**src/rtl/regfile_sb.sv**
```systemverilog
// Parametrised register file with a pending-write scoreboard, per-port stall detection and
// registered ALU compare flags. Optional write-to-read bypass: define REGFILE_BYPASS_EN.
module regfile_sb #(
    parameter int unsigned DATA_W   = 16,
    parameter int unsigned NUM_REGS = 8,
    parameter int unsigned NUM_RD   = 3,
    parameter int unsigned ZERO_R0  = 0
) (
    input  logic                             clk_i,
    input  logic                             rst,
    input  logic [NUM_RD-1:0]                rd_ena_i,
    input  logic [NUM_RD*$clog2(NUM_REGS)-1:0] rd_adr_i,
    output logic [NUM_RD*DATA_W-1:0]         rd_data_o,
    output logic [NUM_RD-1:0]                rd_busy_o,
    output logic                             stall_o,
    input  logic                             iss_ena_i,
    input  logic [$clog2(NUM_REGS)-1:0]      iss_adr_i,
    input  logic                             wr_ena_i,
    input  logic [$clog2(NUM_REGS)-1:0]      wr_adr_i,
    input  logic [DATA_W-1:0]                wr_data_i,
    input  logic                             flag_wr_i,
    input  logic [2:0]                       flag_cmp_i,
    input  logic                             flag_ra_wr_i,
    input  logic                             flag_ra_i,
    input  logic [3:0]                       flag_ena_i,
    output logic [3:0]                       flag_o
);

    localparam int unsigned AW = $clog2(NUM_REGS);
    localparam bit          Z0 = (ZERO_R0 != 0);

    logic [DATA_W-1:0]   r_regs [NUM_REGS];
    logic [NUM_REGS-1:0] r_busy;
    logic [2:0]          r_cmp;
    logic                r_rav;

    logic [NUM_REGS-1:0] w_wr_hit;
    logic [NUM_REGS-1:0] w_iss_hit;

    // Decoded write/issue targets; a hardwired r0 never accepts either.
    always_comb begin
        w_wr_hit  = '0;
        w_iss_hit = '0;
        for (int i = 0; i < NUM_REGS; i++) begin
            w_wr_hit[i]  = wr_ena_i  && (wr_adr_i  == AW'(i)) && !(Z0 && (i == 0));
            w_iss_hit[i] = iss_ena_i && (iss_adr_i == AW'(i)) && !(Z0 && (i == 0));
        end
    end

    always_ff @(posedge clk_i) begin
        if (rst) begin
            for (int i = 0; i < NUM_REGS; i++) begin
                r_regs[i] <= '0;
            end
            r_busy <= '0;
            r_cmp  <= '0;
            r_rav  <= 1'b0;
        end else begin
            for (int i = 0; i < NUM_REGS; i++) begin
                if (w_wr_hit[i]) begin
                    r_regs[i] <= wr_data_i;
                end
            end
            // A same-cycle issue wins over the clear: the new producer is still pending.
            r_busy <= (r_busy & ~w_wr_hit) | w_iss_hit;
            if (flag_wr_i) begin
                r_cmp <= flag_cmp_i;
            end
            if (flag_ra_wr_i) begin
                r_rav <= flag_ra_i;
            end
        end
    end

    for (genvar k = 0; k < NUM_RD; k++) begin : g_rd
        logic [AW-1:0] w_adr;
        logic          w_zero;
        logic          w_byp;

        assign w_adr  = rd_adr_i[k*AW +: AW];
        assign w_zero = Z0 && (w_adr == '0);
`ifdef REGFILE_BYPASS_EN
        assign w_byp  = wr_ena_i && (wr_adr_i == w_adr) && !w_zero;
`else
        assign w_byp  = 1'b0;
`endif
        assign rd_data_o[k*DATA_W +: DATA_W] = (!rd_ena_i[k] || w_zero) ? '0 :
                                               w_byp ? wr_data_i : r_regs[w_adr];
        // Bypassed reads see the retiring write, so only a same-cycle reissue keeps them busy.
        assign rd_busy_o[k] = rd_ena_i[k] && !w_zero &&
                              (w_byp ? (iss_ena_i && (iss_adr_i == w_adr)) : r_busy[w_adr]);
    end

    assign stall_o = |(rd_ena_i & rd_busy_o);
    assign flag_o  = flag_ena_i & {r_rav, r_cmp};

endmodule

```
**config.mk**
```make
export PLATFORM = sky130hd
export DESIGN_NAME = regfile_sb
export DESIGN_NICKNAME = d
export VERILOG_FILES = /design/src/rtl/regfile_sb.sv
export SDC_FILE = /design/constraint.sdc
export NUM_CORES = 1
export LEC_CHECK = 0
export BUFFER_PORTS_ARGS = -buffer_cell sky130_fd_sc_hd__buf_2
export CORE_UTILIZATION = 59
export CTS_CLUSTER_SIZE = 20
export DETAILED_ROUTE_END_ITERATION = 12
export PLACE_DENSITY = 0.81
export SYNTH_ARGS = -nofsm -noshare
export SYNTH_HDL_FRONTEND = slang
export SYNTH_SLANG_ARGS = --single-unit
export TNS_END_PERCENT = 20
```
**constraint.sdc**
```tcl
create_clock -name clk_i -period 2 [get_ports clk_i]
set_clock_uncertainty 0.1 [all_clocks]
set_input_delay 0.1 -clock clk_i [delete_from_list [all_inputs] [get_ports clk_i]]
set_output_delay 0.1 -clock clk_i [all_outputs]
set_load 0.02 [all_outputs]
```
Word-level counts from Yosys, hierarchy flattened:

Memories as Yosys holds them, arrays and structs flattened.
Index checks and enable logic that the tools add are counted.

* bits in registers: 12
* bits in latches: 0
* RAM bits: 128
* ROM bits: 0
* bits of input ports: 48
* word-level logic and storage cells: 99
* memories: 1

* $add $sub $neg: 0
* $mul: 0
* div/mod/pow operators: 0
* $lt $le $gt $ge: 3
* equal/unequal tests: 14
* shift operators: 0
* multiplexer cells: 43
* bitwise gates (word level): 13
* reductions and logical operators: 22

Memory list
* r_regs: words 8, bits a word 16, read ports 3, clocked after memory_dff 0, wr ports 8, RTL line 32 `logic [DATA_W-1:0] r_regs [NUM_REGS];`

Operator list (number)
* $mux 16: 11
* $mux 1: 29
* $eq 3x3->1 const B: 8
* $logic_and 1x1->1: 19
* $eq 3x2->1 const B: 4
* $lt 3x4->1 const B: 3
* $bmux 1 s3: 3
* $and 8x8->8: 1
* $not 8->8: 1
* $or 1x1->1: 8
* $or 8x8->8: 1
* $eq 3x1->1 const B: 2
* $logic_not 3->1: 2
* $and 4x4->4: 1
* $and 3x3->3: 1
* $reduce_or 3->1: 1

Logic depth before layout (Yosys ltp):

* word-level depth: 6
* mapped depth: 6
* gate-level depth less buffers: 4

Least setup slack after synthesis:

OpenSTA, ideal clock, no wires.

* path kind: input to output
* from: input rd_adr_i[3]
* to: output stall_o
* data arrival time: 1308 ps
* setup slack: 492 ps
* stages on the path: 5
* cell sequence: buf_2 mux4_2 mux2_2 nand2_1 o211ai_1

* longest elaborated chain between the ends: 5

Ends and longest elaborated chain
* from (decl): RTL line 12 `input logic [NUM_RD*$clog2(NUM_REGS)-1:0] rd_adr_i,`
* $bmux 1 s3: RTL line 91 `(w_byp ? (iss_ena_i && (iss_adr_i == w_adr)) : r_busy[w_adr]);`
* $mux 1 (not written as such): RTL line 91
* $logic_and 1x1->1: RTL line 90 `assign rd_busy_o[k] = rd_ena_i[k] && !w_zero &&`
* $and 3x3->3: RTL line 94 `assign stall_o = |(rd_ena_i & rd_busy_o);`
* $reduce_or 3->1: RTL line 94
* to (decl): RTL line 15 `output logic stall_o,`

No other way between the ends. The select of a mux whose other input is x is not followed.

Final worst setup path:

* from: register r_busy[4]
* to: output stall_o

* longest elaborated chain between the ends: 5
* elaborated cells on any way between the ends: 11

Ends and longest elaborated chain
* from (decl): RTL line 33 `logic [NUM_REGS-1:0] r_busy;`
* from (signal assigned): RTL line 65 `r_busy <= (r_busy & ~w_wr_hit) | w_iss_hit;`
* $bmux 1 s3: RTL line 91
* $mux 1 (not written as such): RTL line 91
* $logic_and 1x1->1: RTL line 90
* $and 3x3->3 *: RTL line 94
* $reduce_or 3->1 *: RTL line 94

Every way passes the cells marked *; elsewhere a longest branch is shown, timed or not. The select of a mux whose other input is x is not followed.

==> results.toml <==
[run_status]
status = "finished with violations"
failed_checks = "negative setup slack"

[layout]
diodes = 0
final_net_count = 759
final_cells = 900
utilization_pct = 73.32
multi_input_area_um2 = 3920
drive_gt1_share_pct = 37.71
fillers = 816
syn_to_final_growth_pct = 19.19
regArea_um2 = 4091

[yosys]
postSynthNetCount = 634
synth.cell_area_um2 = 8308
synth-edff-count = 128
netlist_instances = 586
yosysUniqueCellTypes = 27
yosysTopAreaCell = "edfxtp_1"
synth_seq_cells = 140
seq_area_frac_synth_pct = 49.16
synth_top_cell_area_share_pct = 46.27
synth_warnings = 0
synth_area_leaders = "edfxtp_1 46%, mux4_2 27%, mux2i_1 6.6%, nor2_1 4.8%, nor2b_1 3.9%"
async_reset_ff_share_pct = 0
synth_ff_type = "edfxtp_1"
postSynthAreaPerCell_um2 = 14.18

[clock_tree]
worstSkewPairLatency_ns = 0.41
h-tree-depth = 4
cts_buffers = 17
cts.path.max_buffers = 2
cts_tree = "built"
cts_root_buf = "clkbuf_16"
cts.clk_slew.worst_paths_ns = 0.06
clkSinkCount = 140

[worst_setup_path]
start_kind = "register"
critical_path.max_fanout = 4
worstSetupEndpointType = "output pin"
arrival_ns = 1.84
cp.required_ns = 1.80
worstSetupPathType = "register to output pin"

[power_and_ir_drop]
peakVddDrop_mv = 0.5654
cellPowerDensity_nw_per_um2 = 807.9
intPower_mw = 5.914
comb_power_share_pct = 18.0
fin_total_pwr_mw = 8.000
swShare_pct = 26.07
seqPwrFrac_pct = 44.8
p_switching_mw = 2.086
power_frac_clock_pct = 37.2
p_leak_nw = 3.834

[global_routing]
grt_usage_pct = 33.30
first_global_vias = 6491
antenna_found_initial = 0
grt_max_degree = 37
grt.overflow.total = 0
grt_pass1_wl_um = 34890

[place]
finalWeightedCongestion = 0.8376
dp_cells = 851
dp_hpwl_um = 13850
port_buffers = 103

[sta]
setup_slack_ns = -0.03561
worst_slew_pin_slew_ns = 0.4635
period_share_pct = 101.8
drv_slew = 0
setup_violations = 2
max_freq_mhz = 491.3
maxSlewHeadroom_pct = 69.10
rsz0062_at_grt = "yes"
final.setup.tns_ns = -0.07072
finalHoldViolCount = 0
period_needed_ns = 2.036

[flow_run]
cap_viol_max_count = 0

[floorplanning]
num_rows = 42
start_util_pct = 61.52
core-area_um2 = 13510
die_w_um = 120.7
ios = 104
dieArea_um2 = 14560
die_y_um = 120.7

[drt]
ant_nets = 0
firstDrtPassIters = 5
post-route-drc-count = 0
route.vias.total = 6050
wl_per_cell_um = 25.13
dr.first_iter.drc_count = 592
viasPerCell = 6.722
drt-total-wl_um = 22610

[min_path]
hold_class = "primary input to register"
[critical path: stages, from the launching register on]
cell,delay [ns]
dfxtp_1,0.35
mux4_2,0.46
mux2_4,0.27
nand2_2,0.07
o211ai_1,0.09
buf_4,0.17
[state kept, by name (all words and copies together) (netlist names)]
name and flops:
r_rav 1, r_busy 8, r_cmp 3, r_regs 128
[cell families after synthesis]
| family | count (synthesis) | synth area share [%] |
|---|---|---|
| buffers and inverters | 70 | 3.825 |
| flip-flops | 140 | 49.16 |
| AO/OA/AOI/OAI | 17 | 1.491 |
| multiplexers | 156 | 33.73 |
| AND/OR/NAND/NOR | 203 | 11.79 |
[per-stage QoR]
step | cell area [µm²] | setup slack [ns] | hold slack, ns
global route | 9902 | -0.08121 | 0.05108
finish | 9902 | -0.03561 | 0.02741
detailed placement | 9133 | 0.2321 | 0.2467
floorplan | 8308 | 0.4917 | 0.1303
CTS | 9871 | -0.03807 | 0.007914
global placement | 9133 | 0.2485 | 0.2370
[cell usage in the layout, fill, tap and decap left out, drive strengths merged]
master,Yosys,final
clkinv,0,4
dlygate4sd3,0,16
o2111ai,2,2
a41o,1,1
dfxtp,12,12
nand3b,1,1
o22ai,3,3
o21ai,4,4
a31o,2,2
nand2b,26,26
mux2,2,2
and2,4,4
nand3,4,4
mux4,99,99
nand2,8,8
a22oi,1,1
edfxtp,128,128
inv,27,31
o31ai,1,1
o211ai,1,1
nor3b,1,1
mux2i,55,55
nor2,107,107
a32oi,2,2
nor2b,52,52
buf,25,133
clkbuf,18,24
[synthesized netlist by cell type, types with 2 or more instances]
| master | number |
|---|---|
| a31o_2 | 2 |
| a32oi_1 | 2 |
| and2_1 | 4 |
| buf_2 | 14 |
| buf_4 | 10 |
| clkbuf_1 | 18 |
| dfxtp_1 | 12 |
| edfxtp_1 | 128 |
| inv_1 | 27 |
| mux2_2 | 2 |
| mux2i_1 | 55 |
| mux4_2 | 99 |
| nand2_1 | 8 |
| nand2b_1 | 26 |
| nand3_1 | 4 |
| nor2_1 | 107 |
| nor2b_1 | 52 |
| o2111ai_1 | 2 |
| o21ai_0 | 4 |
| o22ai_1 | 3 |
[power groups by stage]
| stage | Sequential [mW] | Combinational (mW) | Clock (mW) |
|---|---|---|---|
| after global routing | 3.60 | 1.52 | 3.10 |
| after floorplan | 3.56 | 0.982 | 0 |
| after CTS | 3.57 | 1.42 | 2.99 |
| after global placement | 3.59 | 1.35 | 0 |
| final | 3.58 | 1.44 | 2.98 |
| after detailed placement | 3.62 | 1.38 | 0 |
[worst paths after layout]
check / cells after the start / from / slack (ns) / endpoint
max reg2reg: 4 / r_busy[7] / 0.59 / r_busy[7]
min: 3 / wr_data_i[6] / 0.03 / r_regs[7][6]
min reg2reg: 2 / r_busy[1] / 0.42 / r_busy[1]
max: 5 / r_busy[4] / -0.04 / stall_o
[layer usage]
metal  global-route usage, %  wire length [µm]  up-vias
met2                   56.90             11720      482
met3                   6.887              2253      106
li1                        -                 -     2491
met5                       0                 0        -
met4                   20.06              1046        0
met1                   38.83              7593     2971
[what timing repair did]
action,in CTS,in global routing
setup buffers,0,1
resized for setup,6,8
endpoints found under the setup margin,2,12
endpoints found under the hold margin,12,0
hold buffers,16,0
[final cells by class]
type,count,area share (%)
Sequential cell,140,41.32
Multi-Input combinational cell,376,39.59
Timing Repair Buffer,149,10.12
Clock buffer,24,5.181
Tap cell,176,2.224
Inverter,27,1.024
Clock inverter,8,0.5433
Note: power is estimated with default switching activity, not from simulation.
